`config.mk`:
```
export PLATFORM = sky130hd
export DESIGN_NAME = countdown_zero_timer
export DESIGN_NICKNAME = d
export VERILOG_FILES = /design/src/rtl/countdown_zero_timer.sv
export SDC_FILE = /design/constraint.sdc
export NUM_CORES = 1
export LEC_CHECK = 0
export ABC_CLOCK_PERIOD_IN_PS = 1700
export CELL_PAD_IN_SITES_DETAIL_PLACEMENT = 2
export CELL_PAD_IN_SITES_GLOBAL_PLACEMENT = 2
export CORE_MARGIN = 3
export CORE_UTILIZATION = 23
export CTS_CLUSTER_DIAMETER = 200
export CTS_CLUSTER_SIZE = 10
export DETAILED_ROUTE_END_ITERATION = 8
export PLACE_DENSITY = 0.72
export SYNTH_ARGS = -nofsm -noshare
export SYNTH_HDL_FRONTEND = slang
export SYNTH_SLANG_ARGS = --single-unit
```
`constraint.sdc`:
```
create_clock -name i_clk -period 1.7 [get_ports i_clk]
set_input_delay 0.34 -clock i_clk [delete_from_list [all_inputs] [get_ports i_clk]]
set_output_delay 0.34 -clock i_clk [all_outputs]
set_load 0.01 [all_outputs]
```
`src/rtl/countdown_zero_timer.sv`:
```
// Loadable down-counter: counts an accepted value to zero under i_enable and pulses o_done on terminal count.
// Latency: the load is visible one cycle after acceptance; o_done is a registered pulse one cycle after the terminal edge.
// Backpressure: o_load_ready is low while RUN, and the source holds i_load_valid until the timer returns to IDLE.
module countdown_zero_timer #(
  parameter int BUS_WIDTH   = 8,
  parameter bit AUTO_RELOAD = 1'b0
) (
  input  logic                 i_clk,
  input  logic                 i_rst,
  input  logic                 i_load_valid,
  output logic                 o_load_ready,
  input  logic [BUS_WIDTH-1:0] i_load_value,
  input  logic                 i_enable,
  input  logic                 i_abort,
  output logic [BUS_WIDTH-1:0] o_count,
  output logic                 o_zero,
  output logic                 o_busy,
  output logic                 o_done
);

  typedef enum logic {
    IDLE = 1'b0,
    RUN  = 1'b1
  } state_t;

  state_t               state_q, state_d;
  logic [BUS_WIDTH-1:0] count_q, count_d;
  logic [BUS_WIDTH-1:0] reload_q, reload_d;
  logic                 done_q, done_d;
  logic                 load_fire;
  logic                 at_one;

  assign o_load_ready = (state_q == IDLE);
  assign load_fire    = i_load_valid && o_load_ready;
  // Terminal is detected at 1, so the decrement can never wrap below zero.
  assign at_one       = (count_q == BUS_WIDTH'(1));

  always_comb begin
    state_d  = state_q;
    count_d  = count_q;
    reload_d = reload_q;
    done_d   = 1'b0;
    unique case (state_q)
      IDLE: begin
        if (load_fire) begin
          reload_d = i_load_value;
          if (i_load_value == '0) begin
            // A zero load expires immediately without entering RUN.
            count_d = '0;
            done_d  = 1'b1;
          end else begin
            count_d = i_load_value;
            state_d = RUN;
          end
        end
      end
      RUN: begin
        if (i_abort) begin
          count_d = '0;
          state_d = IDLE;
        end else if (i_enable) begin
          if (at_one) begin
            done_d = 1'b1;
            if (AUTO_RELOAD) begin
              count_d = reload_q;
            end else begin
              count_d = '0;
              state_d = IDLE;
            end
          end else begin
            count_d = count_q - BUS_WIDTH'(1);
          end
        end
      end
      default: begin
        state_d = IDLE;
        count_d = '0;
      end
    endcase
  end

  always_ff @(posedge i_clk) begin
    if (i_rst) begin
      state_q  <= IDLE;
      count_q  <= '0;
      reload_q <= '0;
      done_q   <= 1'b0;
    end else begin
      state_q  <= state_d;
      count_q  <= count_d;
      reload_q <= reload_d;
      done_q   <= done_d;
    end
  end

  assign o_count = count_q;
  assign o_zero  = (count_q == '0);
  assign o_busy  = (state_q == RUN);
  assign o_done  = done_q;

endmodule

```
Word level (Yosys, flattened, before mapping)
Cells that the tools add are included.
W data, S select, Z words.

word-level totals
  flip-flop bits (word level) = 10
  output and inout bits = 12
  input port bits = 13

cells by class
  multiplexer cells = 18
  bitwise logic cells = 1
  reduce and logical (&&, ||, !) cells = 4
  add/subtract/negate cells = 1
  equal/unequal tests = 3

operators by type and width
  cell                   number
  $mux W8                5
  $logic_not A8 Y1       2
  $pmux W8 S2            1
  $mux W1                10
  $eq A8 B1 Y1 const B   1
  $sub A8 B1 Y8 const B  1
  $pmux W1 S2            2
  $ne A3 B3 Y1 const B   1
  $ne A2 B1 Y1 const B   1
  $reduce_and A2 Y1      1
  $logic_and A1 B1 Y1    1
  $not A1 Y1             1

Longest topological paths before layout
Gate-level depths: netlist of run 1.

  depth after elaboration = 5
  gate-level depth with buffers = 6
  depth with buffers taken out = 6

Worst setup path before layout of run 1
OpenSTA, ideal clock, no wires.

  path kind = flip-flop to flip-flop
  from = reg count_q[0] (netlist: o_count[0])
  to = reg count_q[4] (netlist: o_count[4])
  arrival = 1473 ps
  buffers on the path = 0
  setup slack = 110 ps
  library setup time = 117 ps
  period minus slack after synthesis = 1590 ps
  stages on the path, launching flop included = 6
  required time = 1583 ps
  path through = dfxtp_1 ha_1 nor4b_4 a21o_2 o21ai_1 a32o_1

on the way
  cells in the longest elaborated chain, start to end = 5
  elaborated cells on any way between the ends = 6
  those cells by class = add/sub (1); eq/ne (1); mux (4)

ends and longest elaborated chain
  item                                           RTL line  RTL
  start, declared                                27        logic [BUS_WIDTH-1:0] count_q, count_d;
  start signal, assigned                         90        count_q <= count_d;
  $sub A8 B1 Y8 or $eq A8 B1 Y1 (tied branches)  71, 36
  $mux W8 (*)                                    62        if (at_one) begin
  $mux W8 (*)                                    61        end else if (i_enable) begin
  $mux W8 (*)                                    58        if (i_abort) begin
  $pmux W8 S2 (*)                                43        unique case (state_q)

Mark *: on every way between the ends. The rest lies on a longest branch, timed or not. The select of a mux whose other input is x is not followed.
A chain may end at the register's enable or synchronous reset.

Final worst setup path of run 1
  from = reg count_q[0] (netlist: o_count[0])
  to = out o_zero

on the way
  cells in the longest elaborated chain, start to end = 1

ends and longest elaborated chain
  item              RTL line  RTL
  $logic_not A8 Y1  97        assign o_zero = (count_q == '0);
  end, declared     16        output logic o_zero,

No other way between the ends.

==> impl_metrics.csv, run 1 <==
group,metric,value,unit
routing,wl_per_cell,20.97,µm
synth,synth_common_cells,"dfxtp_1 (10), nor2_1 (8), a21oi_1 (6), nand2_1 (6)",
synth,synth_edf_count,0,
sta,rsz0062_at_grt,"true",
setup_path,path_class,"reg2out",
layout,fillers,301,
synth,seq_area_frac_synth,30.36,%
global_routing,antenna_found_initial,0,
synth,syn_inst,81,
clock_network,cts_tree,"done",
power,peakVddDrop,0.0004911,V
setup_path,startpoint_type,"register",
global_routing,grt_remaining_overflow,0,
place,place_hpwl,2274,µm
power,power.total,0.9397,mW
clock_network,htreeDepth,1,
routing,antenna_left,0,
sta,fin_crit_sh,98.81,%
floorplanning,pin_count,25,
sta,max_slew_margin,73.28,%
floorplanning,die_area,3546,µm²
sta,tightest_slew,0.3972,ns
routing,via_count,865,
setup_path,crit_fanout,2,
setup_path,worstPathCellList,"inv_2 -> ha_4 -> nor3b_4 -> nand2_1 -> nor2_1 -> buf_2",
clock_network,insertion_delay,0.29,ns
routing,drtIter0Drc,8,
synth,synthArstFlopShare,0,%
clock_network,cts_buffers,3,
power,p_leak,0.5270,nW
setup_path,end_kind,"output port",
clock_network,hold_buffers,0,
routing,viasPerCell,5.440,
layout,layout.nets,145,
synth,ys_ff_latch,10,
power,power_density,784.7,nW/µm²
sta,fmax,595.3,MHz
run_status,outcome,"completed",
synth,synth.cell_area,659.4,µm²
synth,yosys_most_used_dff,"dfxtp_1",
setup_path,arrival,1.34,ns
place,gp_congestion,0.8459,
synth,synth_fp_nets,96,
clock_network,clkSlewWorstSetupHoldPaths,0.08,ns
setup_path,slowest_stage,"dfxtp_2",
hold_path,hold_class,"reg2reg",
setup_path,cp.required,1.36,ns
floorplanning,die_x,59.55,µm
layout,drive_above_1_share,36.43,%
job,maxCapViolations,0,
global_routing,grt_max_degree,9,
synth,synth_top_area_cell,"dfxtp_1",
floorplanning,rows,18,
layout,syn2layout_area_growth,81.59,%
setup_path,slowest_delay,0.35,ns
sta,setup_viol,0,
routing,drt-total-wl,3335,µm
floorplanning,core_area,2590,µm²
sta,finClkSkew,0.01083,ns
global_routing,grt_pass1_wl,5106,µm
synth,yosysTopAreaCellShare,30.36,%
routing,drtPass1Iterations,4,
floorplanning,fp.dieH,59.55,µm
synth,synth.most_common_cell,"dfxtp_1",
synth,yosys_warnings,0,
place,port_buffers,24,
sta,min_period,1.680,ns
clock_network,cts_num_sinks,10,
sta,drv_slew,0,
sta,fin_hold_ws,0.6304,ns
synth,synthTopCellsByArea,"dfxtp_1 (30%), a32o_1 (6.1%), a21oi_1 (4.6%)",
global_routing,grt_usage,20.25,%
sta,hold_viol,0,
layout,diodes,0,
synth,yosysUniqueCellTypes,36,
synth,avgSynthCellArea,8.141,µm²
routing,drc,0,
clock_network,cts-root-buf,"clkbuf_4",
global_routing,grt_pass1_vias,931,
clock_network,clock_path_buffers,2,
floorplanning,initial_core_util,25.46,%
## cells in the final DEF, fill, tap and decap left out, drive strengths merged, types with 3 or more instances in the layout
master	instances
dfxtp	10
inv	3
nor2b	3
dlymetal6s2s	5
a21oi	6
a32o	4
nand2	6
nor4	3
nor3	3
o21ai	6
clkbuf	4
nand2b	3
buf	23
clkdlybuf4s50	17
nor2	9
## state kept, by name, summed over array words and instances (netlist names)
name and count:
o_count 8, o_busy 1, o_done 1
## through the flow
| stage | cells | cell area, µm² | utilization (%) | setup slack (ns) | TNS (ns) |
|---|---|---|---|---|---|
| 5_1_grt | 159 | 1197 | 46.23 | -0.08923 | -0.1803 |
| 4_1_cts | 157 | 1151 | 44.44 | 0.007605 | 0 |
| 3_3_place_gp | 153 | 1079 | 41.64 | -0.1343 | -0.7639 |
| 6_report | 159 | 1197 | 46.23 | 0.02026 | 0 |
| 2_1_floorplan | 81 | 659.4 | - | 0.1097 | 0 |
| 3_5_place_dp | 153 | 1079 | 41.64 | -0.1937 | -1.127 |
## repair_timing
item                       in CTS  in global routing
setup buffers                   0                  2
pin swaps                       1                  2
gates resized for setup        19                 11
setup endpoints to repair       9                  9
## power by group
group	internal, mW	leakage (nW)	switching [mW]	total (mW)
sequential	0.259	0.0848	0.0276	0.286
clock	0.130	0.0210	0.116	0.246
combinational	0.212	0.421	0.195	0.407
total	0.601	0.527	0.338	0.940
## final timing paths
path,depth (start not counted),start,to,slack (ns)
worst min register to register,2,o_count[7],o_count[7],0.63
worst max register to register,6,o_count[0],o_count[3],0.06
worst min-delay path,2,o_count[7],o_count[7],0.63
worst max-delay path,6,o_count[0],o_zero,0.02
## worst max-delay path: cells and delay by family, from the launching register on
kind,cells,cell delay [ns]
and+or+nand+nor,3,0.34
DFF,1,0.35
buffers and inverters,2,0.22
adders and majority gates,1,0.14
## cell families (layout without fill, tap and decap cells)
kind of cell | Yosys count | in the layout | synth area share (%)
simple gates | 33 | 33 | 29.41
fa+ha+maj | 2 | 2 | 3.794
compound gates | 30 | 30 | 32.83
buf+inv | 6 | 54 | 3.603
flops | 10 | 10 | 30.36
## final cells by class
| class | instances | area, µm² | area share (%) |
|---|---|---|---|
| clock buffer | 4 | 36.28 | 3.030 |
| sequential | 10 | 209.0 | 17.45 |
| multi-input combinational | 65 | 484.2 | 40.44 |
| tap | 30 | 37.54 | 3.135 |
| inverter | 4 | 15.01 | 1.254 |
| timing repair buffer | 46 | 415.4 | 34.69 |
## per-layer routing
| metal | track usage [%] | share of wire, % | vias to the layer above |
|---|---|---|---|
| li1 | - | - | 413 |
| met1 | 26.95 | 48 | 421 |
| met2 | 31.36 | 45 | 25 |
| met3 | 3.486 | 4.3 | 6 |
| met4 | 9.810 | 2.0 | 0 |
| met5 | 0 | 0 | - |
No activity file was read; power rests on OpenSTA's default activity.
==> run 2, diff against run 1 <==
- CORE_ASPECT_RATIO: unset -> 0.7
==> impl_metrics.csv, run 2 (synthesis results as in run 1) <==
group,metric,value,unit
sta,min_period,1.664,ns
clock_network,htreeDepth,1,
layout,final_area,1201,µm²
power,p_leak,0.4668,nW
global_routing,grt_max_degree,9,
layout,syn2layout_area_growth,82.16,%
setup_path,crit_fanout,7,
routing,via_count,866,
layout,diodes,0,
clock_network,cts-root-buf,"clkbuf_8",
routing,drt-total-wl,3468,µm
clock_network,clock_path_buffers,2,
floorplanning,die_x,70.00,µm
setup_path,startpoint_type,"register",
sta,tightest_slew,0.4309,ns
job,maxCapViolations,0,
layout,largest_reg_flops,8,
layout,layout.nets,145,
clock_network,clkSlewWorstSetupHoldPaths,0.06,ns
layout,final_common_cell,"clkdlybuf4s50_1",
sta,timing.setup.tns,0,ns
sta,fin_crit_sh,97.88,%
global_routing,grt_pass1_wl,5382,µm
place,port_buffers,24,
floorplanning,initial_core_util,25.46,%
clock_network,cts_buffers,3,
floorplanning,die_area,3555,µm²
sta,setup_viol,0,
global_routing,antenna_found_initial,0,
clock_network,cts_num_sinks,10,
global_routing,grt_remaining_overflow,0,
run_status,outcome,"completed",
floorplanning,pin_count,25,
sta,rsz0062_at_grt,"true",
global_routing,grt_usage,20.27,%
floorplanning,core_area,2590,µm²
routing,wl_per_cell,21.28,µm
place,gp_congestion,0.8525,
sta,drv_slew,0,
clock_network,insertion_delay,0.24,ns
routing,drtIter0Drc,44,
floorplanning,fp.dieH,50.80,µm
sta,finClkSkew,0.004244,ns
global_routing,grt_pass1_vias,953,
place,place_ws,-0.2449,ns
clock_network,cts_tree,"done",
setup_path,arrival,1.83,ns
power,peakVddDrop,0.0003062,V
layout,seqCellArea,207.7,µm²
routing,viasPerCell,5.313,
sta,max_slew_margin,71.27,%
sta,hold_viol,0,
floorplanning,rows,15,
routing,antenna_left,0,
sta,worst_slack,0.03599,ns
layout,fillers,284,
power,power_density,838.7,nW/µm²
setup_path,cp.required,1.86,ns
setup_path,path_class,"reg2reg",
place,place_area,1099,µm²
hold_path,hold_class,"reg2reg",
layout,drive_above_1_share,34.11,%
setup_path,end_kind,"register",
sta,fmax,601.0,MHz
routing,drtPass1Iterations,4,
layout,final_cell_mix,"clkdlybuf4s50_1 (23), buf_4 (21), nor2_1 (8)",
layout,multi_input_area,476.7,µm²
routing,drc,0,
place,place_hpwl,2477,µm
layout,utilization,46.38,%
-- run 2: power by group --
group	internal (mW)	switching [mW]	total, mW	leakage [nW]
Sequential	0.259	0.0276	0.286	0.0844
Combinational	0.206	0.198	0.403	0.354
Clock	0.205	0.113	0.318	0.0288
-- run 2: through the flow --
stage	power (mW)	instances	hold slack, ns
2_1_floorplan	0.4364	81	0.4943
5_1_grt	1.061	163	0.6813
3_5_place_dp	0.6521	159	0.6429
6_report	1.007	163	0.6561
3_3_place_gp	0.6392	159	0.6255
4_1_cts	0.9796	163	0.6511
-- run 2: worst paths after layout --
kind / endpoint / start / cells past startpoint / slack [ns]
max: o_count[5] / o_count[0] / 5 / 0.04
min: o_count[6] / o_count[6] / 3 / 0.66
max reg2reg: o_count[5] / o_count[0] / 5 / 0.04
min reg2reg: o_count[6] / o_count[6] / 3 / 0.66
-- run 2: area by class of cell --
cell class | instances | share of cell area (%)
flip-flops and latches | 10 | 17.29
clock buffers | 4 | 4.583
well taps | 34 | 3.542
multi-input cells | 65 | 39.69
inverters | 4 | 1.250
repair buffers | 46 | 33.65
-- run 2: worst max-delay path, cell delays in order (launching register included) --
cell and delay (ns):
dfxtp_2 0.33, buf_6 0.13, or4_1 0.62, nor2_4 0.18, a32oi_1 0.13, o221ai_1 0.19
-- run 2: metal layers --
| metal | vias to the layer above | track usage, % | wire, µm |
|---|---|---|---|
| met3 | 2 | 5.000 | 157 |
| met2 | 27 | 32.45 | 1565 |
| met4 | 0 | 2.866 | 10 |
| li1 | 408 | - | - |
| met5 | - | 0 | 0 |
| met1 | 429 | 28.07 | 1734 |
-- run 2: timing repair --
action,4_1_cts,5_1_grt
setup buffers,0,0
hold buffers,0,0
pin swaps,0,2
endpoints found under the setup margin,2,11
gates resized for setup,6,15
endpoints found under the hold margin,0,0
==> run 3, diff against run 2 <==
- GPL_ROUTABILITY_DRIVEN: unset -> 0
==> results of run 3 <==
The final DEF is identical to that of run 2; final timing and power are the same.
